[src/rtl/fetch_queue_pkg.sv]
// Shared widths and entry type for the fetch queue between IF and decode.
// Latency: n/a (types and constants only).
// Backpressure: n/a.
package fetch_queue_pkg;

    localparam int ADDR_LEN          = 32;
    localparam int INSN_LEN          = 32;
    localparam int FETCH_QUEUE_DEPTH = 4;

    // One queue slot: the fetched instruction together with its PC.
    typedef struct packed {
        logic [ADDR_LEN-1:0] pc;
        logic [INSN_LEN-1:0] inst;
    } fq_entry_t;

endpackage

[src/rtl/fetch_queue_ram.sv]
// Storage array for fetch_queue: DEPTH x {pc, inst}, no reset on contents.
// Latency: write lands at the clock edge; read is combinational from raddr_i.
// Backpressure: none; the parent decides when writes are allowed.
//
// Ports: clk_i, we_i/waddr_i/wdata_i (sync write), raddr_i/rdata_o (async read).
module fetch_queue_ram
    import fetch_queue_pkg::*;
#(
    parameter int DEPTH = FETCH_QUEUE_DEPTH,
    parameter int PTR_W = $clog2(DEPTH)
) (
    input  logic             clk_i,
    input  logic             we_i,
    input  logic [PTR_W-1:0] waddr_i,
    input  fq_entry_t        wdata_i,
    input  logic [PTR_W-1:0] raddr_i,
    output fq_entry_t        rdata_o
);

    fq_entry_t mem [DEPTH];

    always_ff @(posedge clk_i) begin
        if (we_i) begin
            mem[waddr_i] <= wdata_i;
        end
    end

    assign rdata_o = mem[raddr_i];

endmodule

[src/rtl/fetch_queue.sv]
// In-order decoupling FIFO from instruction fetch to decode, with single-cycle flush.
// Latency: 1 cycle push-to-pop; 0 cycles when empty if FETCH_QUEUE_BYPASS_EN is defined.
// Backpressure: push_ready_o = !full (never depends on pop_ready_i); decode stalls via pop_ready_i.
//
// Ports: clk_i, reset_i (async, active-high), flush_i; push_valid_i/push_ready_o/push_pc_i/push_inst_i
// from IF; pop_valid_o/pop_ready_i/pop_pc_o/pop_inst_o to decode; count_o occupancy 0..DEPTH.
// Optional feature macro: FETCH_QUEUE_BYPASS_EN (empty-queue pass-through).
module fetch_queue
    import fetch_queue_pkg::*;
#(
    parameter int DEPTH = FETCH_QUEUE_DEPTH,
    parameter int PTR_W = $clog2(DEPTH)
) (
    input  logic                clk_i,
    input  logic                reset_i,
    input  logic                flush_i,
    input  logic                push_valid_i,
    output logic                push_ready_o,
    input  logic [ADDR_LEN-1:0] push_pc_i,
    input  logic [INSN_LEN-1:0] push_inst_i,
    output logic                pop_valid_o,
    input  logic                pop_ready_i,
    output logic [ADDR_LEN-1:0] pop_pc_o,
    output logic [INSN_LEN-1:0] pop_inst_o,
    output logic [PTR_W:0]      count_o
);

    localparam int               CNT_W    = PTR_W + 1;
    localparam logic [CNT_W-1:0] CNT_FULL = CNT_W'(DEPTH);
    localparam logic [CNT_W-1:0] CNT_ONE  = CNT_W'(1);
    localparam logic [PTR_W-1:0] PTR_ONE  = PTR_W'(1);

    logic [PTR_W-1:0] rd_ptr;
    logic [PTR_W-1:0] wr_ptr;
    logic [CNT_W-1:0] count;
    logic             full;
    logic             empty;
    logic             push_fire;
    logic             pop_fire;
    fq_entry_t        wr_entry;
    fq_entry_t        rd_entry;

    assign full     = (count == CNT_FULL);
    assign empty    = (count == '0);
    assign wr_entry = '{pc: push_pc_i, inst: push_inst_i};

    // Pointers wrap naturally because DEPTH is a power of two; count tells full from empty.
    fetch_queue_ram #(
        .DEPTH (DEPTH),
        .PTR_W (PTR_W)
    ) u_ram (
        .clk_i   (clk_i),
        .we_i    (push_fire && !flush_i),
        .waddr_i (wr_ptr),
        .wdata_i (wr_entry),
        .raddr_i (rd_ptr),
        .rdata_o (rd_entry)
    );

    // No pass-through when full: a same-cycle pop does not reopen the push side.
    assign push_ready_o = !full;
    assign count_o      = count;

`ifdef FETCH_QUEUE_BYPASS_EN
    logic bypass_vld;

    // An empty queue forwards the offered instruction straight to decode, except during flush.
    assign bypass_vld  = empty && push_valid_i && !flush_i;
    assign pop_valid_o = !empty || bypass_vld;
    // Only stored entries advance rd_ptr; a consumed bypass is never written.
    assign pop_fire    = !empty && pop_ready_i;
    assign push_fire   = push_valid_i && push_ready_o && !(bypass_vld && pop_ready_i);

    always_comb begin
        pop_pc_o   = '0;
        pop_inst_o = '0;
        if (!empty) begin
            pop_pc_o   = rd_entry.pc;
            pop_inst_o = rd_entry.inst;
        end else if (bypass_vld) begin
            pop_pc_o   = push_pc_i;
            pop_inst_o = push_inst_i;
        end
    end
`else
    assign pop_valid_o = !empty;
    assign pop_fire    = pop_valid_o && pop_ready_i;
    assign push_fire   = push_valid_i && push_ready_o;

    // Stale storage is masked so decode sees zeros while the queue is empty.
    always_comb begin
        pop_pc_o   = '0;
        pop_inst_o = '0;
        if (!empty) begin
            pop_pc_o   = rd_entry.pc;
            pop_inst_o = rd_entry.inst;
        end
    end
`endif

    always_ff @(posedge clk_i or posedge reset_i) begin
        if (reset_i) begin
            rd_ptr <= '0;
            wr_ptr <= '0;
            count  <= '0;
        end else if (flush_i) begin
            // Flush wins over any handshake in the same cycle.
            rd_ptr <= '0;
            wr_ptr <= '0;
            count  <= '0;
        end else begin
            if (push_fire) begin
                wr_ptr <= wr_ptr + PTR_ONE;
            end
            if (pop_fire) begin
                rd_ptr <= rd_ptr + PTR_ONE;
            end
            case ({push_fire, pop_fire})
                2'b10:   count <= count + CNT_ONE;
                2'b01:   count <= count - CNT_ONE;
                default: count <= count;
            endcase
        end
    end

endmodule

[config.mk]
export PLATFORM = sky130hd
export DESIGN_NAME = fetch_queue
export DESIGN_NICKNAME = d
export VERILOG_FILES = /design/src/rtl/fetch_queue_pkg.sv /design/src/rtl/fetch_queue_ram.sv /design/src/rtl/fetch_queue.sv
export SDC_FILE = /design/constraint.sdc
export NUM_CORES = 1
export LEC_CHECK = 0
export CORE_ASPECT_RATIO = 0.6
export CORE_MARGIN = 2
export CORE_UTILIZATION = 55
export CTS_BUF_LIST = sky130_fd_sc_hd__clkbuf_8
export DETAILED_ROUTE_END_ITERATION = 10
export GPL_TIMING_DRIVEN = 0
export PLACE_DENSITY = 0.83
export RECOVER_POWER = 100
export SYNTH_ARGS = -nofsm -noshare
export SYNTH_HDL_FRONTEND = slang
export SYNTH_SLANG_ARGS = --single-unit
[constraint.sdc]
create_clock -name clk_i -period 4.05 [get_ports clk_i]
set_clock_uncertainty 0.1 [all_clocks]
set_input_delay 0.6075 -clock clk_i [delete_from_list [all_inputs] [get_ports clk_i]]
set_output_delay 0.6075 -clock clk_i [all_outputs]
set_load 0.02 [all_outputs]
==> flow_summary.yaml, run 1 <==
sta:
  fin_crit_ns: 3.616
  maxSlewViolCount: 0
  slew_headroom: 0.3016
  hold_violations: 0
  rsz0062_at_grt: "false"
  setup_violations: 0
  tightest_slew_ns: 1.048
  fmax_mhz: 276.6
  tns_ns: 0
  fin_crit_sh: 0.8928
  worst_hold_slack_ns: 0.3885
power_and_ir_drop:
  max-vdd-ir-drop_mv: 0.3829
  power_density_nw_per_um2: 530.7
  power_leakage_nw: 4.246
logic_synthesis:
  ys_seq_elements: 263
  syn_nets: 547
  yosys.cell_types.count: 35
  syn_avg_cell_area_um2: 21.64
  syn_inst: 473
  seq_area_frac_synth: 0.7680
  yosysWarningCount: 0
  synth_edf_count: 256
  synth-async-reset-ratio: 0.02662
  synthFlopType: "edfxtp_1"
  synth.cell_area_um2: 10240
setup_path:
  rr_endpoint: "u_ram.mem[2][8]"
  cp-end-kind: "output port"
  worstRegToRegCells: 5
  worstSetupPathType: "register to output port"
  r2r_setup_slack_ns: 0.82
  worstPathArrival_ns: 2.91
  crit_fanout: 10
  worstPathRequired_ns: 3.34
  critPathLaunch: "rd_ptr[0]"
  r2r_start: "count_o[0]"
  crit_path_start_kind: "register"
placed_design:
  dp_cells: 853
  io_buffer_count: 136
  dpl.hpwl_mm: 12.10
  place.gp.congestion: 0.8261
  postPlaceCellArea_um2: 11990
cells_and_area:
  drive_gt1_frac: 0.1950
  finish.instance_area_um2: 12590
  nets: 726
  finalNonFillerCells: 921
  syn_to_final_growth_pct: 22.98
  post-route-util: 0.6932
floorplanning:
  die_area_um2: 19760
  pin_count: 138
  die_height_um: 109.7
  std_cell_rows: 38
  initial_core_util: 0.5637
  die_x_um: 180.1
  core-area_um2: 18160
clocking:
  ctsHtreeMaxLevel: 2
  cts_buffers: 37
  hold_buffers: 0
  clockBufferDepth: 3
  clk_pin_slew_worst_paths_ns: 0.07
  clkLatencyLatePin_ns: 0.50
  clock_sinks: 263
  cts_setup_buffers: 0
  cts-resized-gates: 0
  cts_tree: "yes"
  root_buffer: "clkbuf_8"
detailed_routing:
  wl_per_cell_um: 21.09
  via_count: 5174
  drtAntennaViolNets: 0
  dr.pass1.iters: 5
  route.detailed.drc: 0
  wirelength_mm: 19.43
  drtIter0Drc: 463
  via_per_inst: 5.618
status:
  status: "completed"
global_routing:
  grt_max_degree: 37
  globalRoute.totalOverflow: 0
  grt_pass1_vias: 5367
  grt_first_pass_wirelength_mm: 29.97
  antenna_found_initial: 5
  grt_use_total: 0.2020
min_path:
  min_path_type: "primary input to async pin"
flow_run:
  maxCapViolCount: 0
## layout by cell type, fill, tap and decap left out, drive strengths merged, types with 4 or more instances in the layout
cell / synthesis / routed
inv: 7 / 17
diode: 0 / 4
clkbuf: 10 / 51
clkdlybuf4s50: 0 / 7
nor2: 7 / 7
clkinv: 0 / 16
dfrtp: 7 / 7
nand3: 4 / 4
edfxtp: 256 / 256
buf: 17 / 18
ha: 4 / 4
mux4: 64 / 64
and2: 69 / 69
dlygate4sd3: 0 / 129
## state kept, by name, indices dropped and copies added (netlist names)
name,cells
rd_ptr,2
u_ram.mem,256
count_o,3
wr_ptr,2
## cells in the mapped netlist (2+ instances only)
library cell  number  area, µm²
buf_2              8      40.04
and2_1            69      431.7
ha_1               4      50.05
clkbuf_1           9      33.78
buf_4              2      15.01
nand3_1            4      20.02
mux4_2            64       1441
edfxtp_1         256       7687
buf_6              6      67.56
a21oi_1            3      15.01
xor2_1             2      17.52
nor3b_1            2      15.01
nor2_1             7      26.28
o22ai_1            2      12.51
o21ai_0            3      15.01
inv_1              7      26.28
dfrtp_1            7      175.2
## power by group
| group | switching, mW | total (mW) | internal, mW | leakage (nW) |
|---|---|---|---|---|
| Sequential | 0.0326 | 3.14 | 3.10 | 2.42 |
| Clock | 0.932 | 1.80 | 0.871 | 0.355 |
| Combinational | 0.918 | 1.74 | 0.825 | 1.47 |
| Total | 1.88 | 6.68 | 4.80 | 4.25 |
## kinds of logic (layout without fill, tap and decap cells)
family	count (synthesis)	count (layout)	synth area share
buffers and inverters	34	238	0.01870
XOR/XNOR	3	3	0.002567
other	0	4	0
AND/OR/NAND/NOR	87	87	0.05145
multiplexers	65	65	0.1419
AO/OA/AOI/OAI	16	16	0.01051
flip-flops	263	263	0.7680
adder cells (fa/ha/maj)	5	5	0.006845
## stage by stage
| step | power [mW] | setup slack, ns |
|---|---|---|
| 3_5_place_dp | 5.060 | 0.6075 |
| 2_1_floorplan | 4.272 | 0.7206 |
| 4_1_cts | 6.867 | 0.5278 |
| 6_report | 6.682 | 0.4343 |
| 5_1_grt | 6.981 | 0.2283 |
| 3_3_place_gp | 5.021 | -0.9797 |
## layer usage
metal / up-vias / global-route usage / share of wire
li1: 2283 / - / -
met1: 2642 / 0.2859 / 0.43
met2: 215 / 0.3207 / 0.47
met3: 32 / 0.05730 / 0.081
met4: 2 / 0.04608 / 0.012
met5: - / 0 / 0.00036
## final cells by class
type | count | area, µm²
multi-input combinational | 176 | 2190
tap | 240 | 300.3
fill | 1153 | 5573
clock inverter | 26 | 105.1
antenna | 4 | 10.01
buffer | 27 | 158.9
clock buffer | 38 | 523.0
sequential | 263 | 7863
timing repair buffer | 140 | 1414
inverter | 7 | 26.28
## worst max path at each step
| stage | end | slack, ns | cells after the start |
|---|---|---|---|
| 2_1_floorplan | u_ram.mem[0][0] | 0.72 | 4 |
| 3_3_place_gp | u_ram.mem[3][38] | -0.98 | 5 |
| 3_5_place_dp | u_ram.mem[3][10] | 0.61 | 6 |
| 4_1_cts | pop_inst_o[20] | 0.53 | 6 |
| 5_1_grt | u_ram.mem[2][58] | 0.23 | 6 |
| 6_report | pop_inst_o[20] | 0.43 | 5 |
## worst max-delay path, stage by stage, from the launching register on
cell and delay [ns]:
dfrtp_1 0.39, clkbuf_2 0.38, buf_6 0.25, mux4_2 0.51, and2_1 0.20, dlygate4sd3_1 0.66
Note: power is estimated with default switching activity, not from simulation.
==> inputs of run 2 (changes only) <==
--- a/config.mk
+++ b/config.mk
@@ -10,8 +10,8 @@
 export CORE_UTILIZATION = 55
 export CTS_BUF_LIST = sky130_fd_sc_hd__clkbuf_8
 export DETAILED_ROUTE_END_ITERATION = 10
-export GPL_TIMING_DRIVEN = 0
-export PLACE_DENSITY = 0.83
+export DONT_BUFFER_PORTS = 1
+export PLACE_DENSITY = 0.73
 export RECOVER_POWER = 100
 export SYNTH_ARGS = -nofsm -noshare
 export SYNTH_HDL_FRONTEND = slang
==> constraint.sdc (replaced) <==
create_clock -name clk_i -period 3.9 [get_ports clk_i]
set_clock_uncertainty 0.1 [all_clocks]
set_input_delay 0.585 -clock clk_i [delete_from_list [all_inputs] [get_ports clk_i]]
set_output_delay 0.585 -clock clk_i [all_outputs]
set_load 0.02 [all_outputs]
==> flow_summary.yaml, run 2 (synthesis gave the netlist of run 1 again) <==
sta:
  tns_ns: 0
  slew_headroom: -0.1886
  setup_violations: 0
  fin_crit_ns: 3.341
  hold_violations: 0
  rsz0062_at_grt: "false"
  maxSlewViolCount: 260
  fin_crit_sh: 0.8567
  tightest_slew_ns: 1.783
  fmax_mhz: 299.3
clocking:
  clkLatencyLatePin_ns: 0.51
  clk_pin_slew_worst_paths_ns: 0.07
  ctsHtreeMaxLevel: 2
  clock_sinks: 263
  root_buffer: "clkbuf_8"
  clockBufferDepth: 3
  cts-resized-gates: 0
  cts_buffers: 37
  cts_tree: "yes"
floorplanning:
  die_x_um: 180.1
  core-area_um2: 18160
  pin_count: 138
  die_height_um: 109.7
  initial_core_util: 0.5637
  std_cell_rows: 38
  die_area_um2: 19760
status:
  status: "finished with violations"
  violations: "max-capacitance violations, max-slew violations"
detailed_routing:
  wl_per_cell_um: 23.37
  drtIter0Drc: 391
  via_per_inst: 5.908
  route.detailed.drc: 0
  wirelength_mm: 17.58
  via_count: 4443
  dr.pass1.iters: 5
  drtAntennaViolNets: 0
setup_path:
  worstRegToRegCells: 3
  worstSetupEndpoint: "pop_inst_o[28]"
  crit_path_start_kind: "register"
  critPathLaunch: "count_o[0]"
  worstSetupPathType: "register to output port"
  rr_endpoint: "u_ram.mem[0][50]"
  crit_fanout: 65
  r2r_start: "count_o[0]"
  cp-end-kind: "output port"
  worstPathRequired_ns: 3.21
  worstPathArrival_ns: 2.66
  r2r_setup_slack_ns: 0.67
power_and_ir_drop:
  max-vdd-ir-drop_mv: 0.3789
  power.switching_mw: 1.776
  internal_power_mw: 4.587
  swShare: 0.2791
  power_leakage_nw: 3.432
  comb_power_share: 0.184
  pwr-share-seq: 0.526
  clockPowerShare: 0.290
  power_density_nw_per_um2: 574.0
cells_and_area:
  nets: 564
  layout_commonest_cell: "edfxtp_1"
  fill_cells: 1296
  layout_common_cells: "edfxtp_1 (256), mux4_2 (64), and2_0 (64)"
  post-route-util: 0.6103
  finalNonFillerCells: 752
  largest_reg_flops: 256
  drive_gt1_frac: 0.2285
  max_flop_register: "u_ram.mem"
  n_antenna_cell: 0
  finish.instance_area_um2: 11080
  syn_to_final_growth_pct: 8.274
placed_design:
  dpl.hpwl_mm: 9.985
  dp_cells: 690
  io_buffer_count: 0
  postPlaceCellArea_um2: 10460
  place.gp.congestion: 0.6915
global_routing:
  grt_first_pass_wirelength_mm: 26.66
  grt_pass1_vias: 4777
  grt_use_total: 0.1806
  globalRoute.totalOverflow: 0
  grt_max_degree: 66
  antenna_found_initial: 0
min_path:
  min_path_type: "primary input to register"
flow_run:
  maxCapViolCount: 4
-- run 2: cell count changes in the layout (fill, tap and decap cells not counted), sizes merged --
cell	change
dlygate4sd3	-128
buf	-14
clkbuf	-12
clkinv	-12
clkdlybuf4s50	-7
inv	+7
diode	-4
clkinvlp	+1
-- run 2: layout make-up --
class                           count  area, µm²  share of cell area
Clock buffer                       39      536.8             0.04843
Clock inverter                     22      86.33            0.007789
Inverter                            7      26.28            0.002370
Multi-Input combinational cell    176       2190              0.1975
Sequential cell                   263       7868              0.7098
Tap cell                          240      300.3             0.02709
Timing Repair Buffer                5      77.57            0.006999
-- run 2: how the worst min path moves through the flow --
stage	to	cells past startpoint	startpoint
global placement	count_o[2]	1	reset_i
detailed placement	count_o[2]	1	reset_i
global route	wr_ptr[1]	1	flush_i
CTS	count_o[1]	1	flush_i
floorplan	count_o[0]	1	reset_i
finish	count_o[1]	1	flush_i
-- run 2: stage by stage --
step / hold WS [ns] / total power, mW / setup WS (ns)
floorplan: 0.2884 / 4.436 / 0.5931
global placement: 0.3232 / 4.587 / 1.236
detailed placement: 0.3383 / 4.620 / 1.144
CTS: 0.01155 / 6.451 / 0.5816
global route: 0.007010 / 6.647 / 0.3120
finish: 0.03120 / 6.362 / 0.5589
-- run 2: what timing repair did --
item,4_1_cts,5_1_grt
endpoints found under the hold margin,7,0
hold buffers,1,0
buffers inserted,0,0
-- run 2: per-layer routing --
layer	wire length [µm]	part of all wire	GRT usage	up-vias
met5	0	0	0	-
met4	184	0.010	0.04147	0
met1	7213	0.41	0.2362	2299
met2	8065	0.46	0.2756	183
li1	-	-	-	1937
met3	2112	0.12	0.09175	24
-- run 2: power groups by stage --
stage	clock network, mW	logic [mW]	registers [mW]
after floorplan	0	1.12	3.32
final	1.84	1.17	3.35
after global routing	2.01	1.27	3.37
after CTS	1.88	1.22	3.35
after global placement	0	1.19	3.40
after detailed placement	0	1.21	3.41
-- run 2: critical path, cell delays in order (launching register included) --
cell and delay [ns]:
dfrtp_1 0.72, or3_2 0.97, and2_0 0.45
==> inputs of run 3 (changes only) <==
--- a/config.mk
+++ b/config.mk
@@ -10,9 +10,9 @@
 export CORE_UTILIZATION = 55
 export CTS_BUF_LIST = sky130_fd_sc_hd__clkbuf_8
 export DETAILED_ROUTE_END_ITERATION = 10
-export DONT_BUFFER_PORTS = 1
-export PLACE_DENSITY = 0.73
+export PLACE_DENSITY = 0.83
 export RECOVER_POWER = 100
 export SYNTH_ARGS = -nofsm -noshare
 export SYNTH_HDL_FRONTEND = slang
 export SYNTH_SLANG_ARGS = --single-unit
+export TNS_END_PERCENT = 100
==> flow_summary.yaml, run 3 (synthesis gave the netlist of run 1 again) <==
clocking:
  clockBufferDepth: 3
  cts-resized-gates: 0
  hold_buffers: 0
  cts_tree: "yes"
  root_buffer: "clkbuf_8"
  cts_buffers: 38
  clkLatencyLatePin_ns: 0.50
  clock_sinks: 263
  clk_pin_slew_worst_paths_ns: 0.06
  ctsHtreeMaxLevel: 2
  cts_setup_buffers: 0
global_routing:
  antenna_found_initial: 7
  grt_first_pass_wirelength_mm: 29.64
  grt_pass1_vias: 5215
  globalRoute.totalOverflow: 0
  grt_max_degree: 66
  grt_use_total: 0.2009
setup_path:
  crit_fanout: 65
  crit_path_start_kind: "register"
  cp-end-kind: "output port"
  critPathLaunch: "count_o[0]"
  worst_path_max_delay_cell: "or3_2"
  worstPathRequired_ns: 3.21
  crit_family: "simple AND/OR/NAND/NOR gates"
  worstSetupPathType: "register to output port"
  crit_buf_inv: 1
  worstPathArrival_ns: 3.01
  r2r_start: "count_o[0]"
  worstPathCellList: "or3_2 > and2_1 > dlygate4sd3_1"
  slowest_delay_ns: 0.98
placed_design:
  postPlaceCellArea_um2: 11930
  place.gp.congestion: 0.7201
  dpl.hpwl_mm: 11.84
  io_buffer_count: 137
sta:
  hold_violations: 0
  slew_headroom: 0.01365
  fin_crit_sh: 0.9467
  rsz0062_at_grt: "false"
  setup_violations: 0
  maxSlewViolCount: 0
  tns_ns: 0
  fin_crit_ns: 3.692
  fmax_mhz: 270.8
  tightest_slew_ns: 1.479
detailed_routing:
  route.detailed.drc: 0
  via_per_inst: 5.670
  drtIter0Drc: 519
  dr.pass1.iters: 5
  wl_per_cell_um: 21.38
  drtAntennaViolNets: 0
  wirelength_mm: 19.30
  via_count: 5120
cells_and_area:
  finish.instance_area_um2: 12520
  max_flop_register: "u_ram.mem"
  layout_commonest_cell: "edfxtp_1"
  largest_reg_flops: 256
  nets: 709
  syn_to_final_growth_pct: 22.26
  drive_gt1_frac: 0.1821
  layout_common_cells: "edfxtp_1 (256), dlygate4sd3_1 (100), mux4_2 (64)"
floorplanning:
  die_x_um: 180.1
  std_cell_rows: 38
  pin_count: 138
  core-area_um2: 18160
  die_height_um: 109.7
  initial_core_util: 0.5637
  die_area_um2: 19760
min_path:
  min_path_type: "primary input to async pin"
power_and_ir_drop:
  power_density_nw_per_um2: 550.8
  max-vdd-ir-drop_mv: 0.3011
  power_leakage_nw: 4.111
status:
  status: "completed"
flow_run:
  maxCapViolCount: 0
run 3: changes by cell type in the layout (fill, tap and decap cells not counted), sizes merged:
| cell | delta |
|---|---|
| dlygate4sd3 | +99 |
| clkdlybuf4s50 | +37 |
| clkbuf | +5 |
| clkinv | +5 |
| diode | +4 |
| buf | +2 |
| clkinvlp | -1 |
run 3: through the flow:
step | util | power (mW) | hold WS (ns) | setup WS (ns) | cells
final | 0.6891 | 6.894 | 0.3886 | 0.2079 | 903
after global routing | 0.6888 | 7.198 | 0.3798 | 0.01118 | 901
after CTS | 0.6910 | 7.037 | 0.2500 | 0.1739 | 899
after detailed placement | 0.6566 | 5.188 | 0.4926 | 0.7090 | 835
after global placement | 0.6566 | 5.150 | 0.4684 | 0.8175 | 835
after floorplan | - | 4.436 | 0.2884 | 0.5931 | 473
run 3: per-layer routing:
layer / up-vias / track usage / routed length [µm]
met5: - / 0 / 41
met4: 6 / 0.04090 / 230
met3: 33 / 0.06095 / 1615
met2: 211 / 0.3073 / 8770
met1: 2628 / 0.2941 / 8645
li1: 2242 / - / -
run 3: area by class of cell:
| class | instances | area (µm²) |
|---|---|---|
| tap | 240 | 300.3 |
| multi-input combinational | 176 | 2185 |
| antenna | 4 | 10.01 |
| sequential | 263 | 7868 |
| inverter | 7 | 26.28 |
| clock buffer | 38 | 523.0 |
| clock inverter | 26 | 102.6 |
| fill | 1147 | 5647 |
| timing repair buffer | 149 | 1501 |
run 3: where the power goes:
part           internal (mW)  switching [mW]  total (mW)  leakage [nW]
sequential              3.23          0.0520        3.28          2.42
combinational          0.851           0.912        1.76          1.32
clock                  0.903           0.950        1.85         0.377
total                   4.98            1.91        6.89          4.11
run 3: worst paths after layout:
kind / endpoint / slack [ns] / depth (start not counted)
max: pop_inst_o[0] / 0.21 / 3
min: wr_ptr[1] / 0.39 / 2
max reg2reg: u_ram.mem[1][7] / 0.68 / 4
min in group clk_i: wr_ptr[1] / 0.50 / 2
max in group asynchronous: rd_ptr[0] / 3.06 / 2
min reg2reg: wr_ptr[1] / 0.50 / 2
==> edit, RTL diff (flow settings as in run 2) <==
Change the package constant `INSN_LEN` from 32 to 64.
--- a/src/rtl/fetch_queue_pkg.sv
+++ b/src/rtl/fetch_queue_pkg.sv
@@ -5,5 +5,5 @@
 
     localparam int ADDR_LEN          = 32;
-    localparam int INSN_LEN          = 32;
+    localparam int INSN_LEN          = 64;
     localparam int FETCH_QUEUE_DEPTH = 4;
 
Ports: changed (resized pop_inst_o and push_inst_i); port bits go from 138 to 202. The function was not compared with the original's and may differ.
==> edit against run 2 <==
- the run still ends with max-capacitance violations, max-slew violations left
- design area up 57%
- setup slack worse by 0.16 ns
- global-route usage up 2.3 points
- sequential share of layout area down 3.8 points
- final cell count up 60%
- wire length up 63%
- synthesized cell count up 43%
- first-iteration DRC count up 22%
- total power up 54%
- fmax down 4.5%
- worst hold slack better by 0.023 ns
- critical path depth up 1
- synthesized area up 47%
- sequential cell count up 128
- critical path type unchanged
- highest routed layer unchanged
==> edit: results (changes against run 2) <==
| Metric | Value |
|---|---|
| Multi-input logic area | `3109 um^2 (was 2190 um^2)` |
| Storage cell area | `11710 um^2 (was 7868 um^2)` |
| Met2 routed WL | `14.14 mm (was 8.065 mm)` |
| Dominant cells by area after synthesis | `edfxtp_1 76%, mux4_2 14%, and2_1 4.2% (was edfxtp_1 75%, mux4_2 14%, and2_1 4.2%)` |
| Final Max Slew Viols | `128 (was 260)` |
| # clk buffers | `56 (was 39)` |
| Post-Syn Area per Cell | `22.27 um^2 (was 21.64 um^2)` |
| Number of max-cap violations | `2 (was 4)` |
| Non-filler instance count after layout | `1201 (was 752)` |
| Failing checks | `max-capacitance violations, max-slew violations (unchanged)` |
| DR pass1 iterations | `4 (was 5)` |
| Register area share after synthesis | `77.66% (was 76.80%)` |
| Placer Congestion | `0.7521 (was 0.6915)` |
| Initial DRC Count | `478 (was 391)` |
| Leakage | `5.440 nW (was 3.432 nW)` |
| Synth Area in XOR/XNOR | `0.1743% (was 0.2567%)` |
| Number of flops mapped to enable cells by yosys | `384 (was 256)` |
| Clk cell area share | `5.776% (was 5.621%)` |
| Post-Synth Adder-Cell Area | `0.4648% (was 0.6844%)` |
| Number of multi-input logic gates | `240 (was 176)` |
| First-pass GRT wire length | `43.86 mm (was 26.66 mm)` |
| R2r setup slk | `0.52 ns (was 0.67 ns)` |
| Crit Reg-Reg Endpoint | `u_ram.mem[0][34]$_DFFE_PP_ (was u_ram.mem[0][50]$_DFFE_PP_)` |
| Int Pwr | `0.007042 W (was 0.004587 W)` |
| Placed Instance Area | `15500 um^2 (was 10460 um^2)` |
| Largest net degree at the start of global routing | `65 (was 66)` |
| Relative slew slack | `-24.95% (was -18.86%)` |
| Fraction of area in non-clock buffers | `6.472% (was 0.6999%)` |
| Max reg flops | `384 (was 256)` |
| Crit path DAT | `2.81 ns (was 2.66 ns)` |
| Worst-path fanout max | `58 (was 65)` |
| Via count | `6985 (was 4443)` |
| Synth top cells by count | `384 x edfxtp_1, 101 x and2_1, 96 x mux4_2 (was 256 x edfxtp_1, 69 x and2_1, 64 x mux4_2)` |
| Outcome | `complete, but fails checks (unchanged)` |
| Inst Count DP | `1011 (was 690)` |
| Met1 WL | `11.94 mm (was 7.213 mm)` |
| Number of nets in the layout | `909 (was 564)` |
[edit: cell types whose count changed in the layout (fill, tap and decap cells not counted), sizes merged, moves of 3 or more]
cell	run 2	this run
inv	24	17
buf	4	7
bufinv	0	3
clkbuf	39	62
and2	69	101
dlygate4sd3	1	98
clkinvlp	1	5
mux4	64	96
clkinv	4	17
edfxtp	256	384
[edit: worst min path at each step]
stage	slack [ns]	depth (start not counted)	end	start
final	0.05	2	wr_ptr[1]$_DFFE_PP0P_	push_valid_i
after CTS	0.002	2	wr_ptr[1]$_DFFE_PP0P_	push_valid_i
after detailed placement	0.32	1	count_o[0]$_DFFE_PP0P_	reset_i
after global placement	0.31	1	count_o[0]$_DFFE_PP0P_	reset_i
after floorplan	0.29	1	count_o[0]$_DFFE_PP0P_	reset_i
after global routing	0.02	2	wr_ptr[1]$_DFFE_PP0P_	push_valid_i
[edit: worst max-delay path: cells and delay by family, from the launching register on]
family	cells	cell delay, ns
buffers and inverters	1	0.32
DFF	1	0.70
and+or+nand+nor	2	1.18
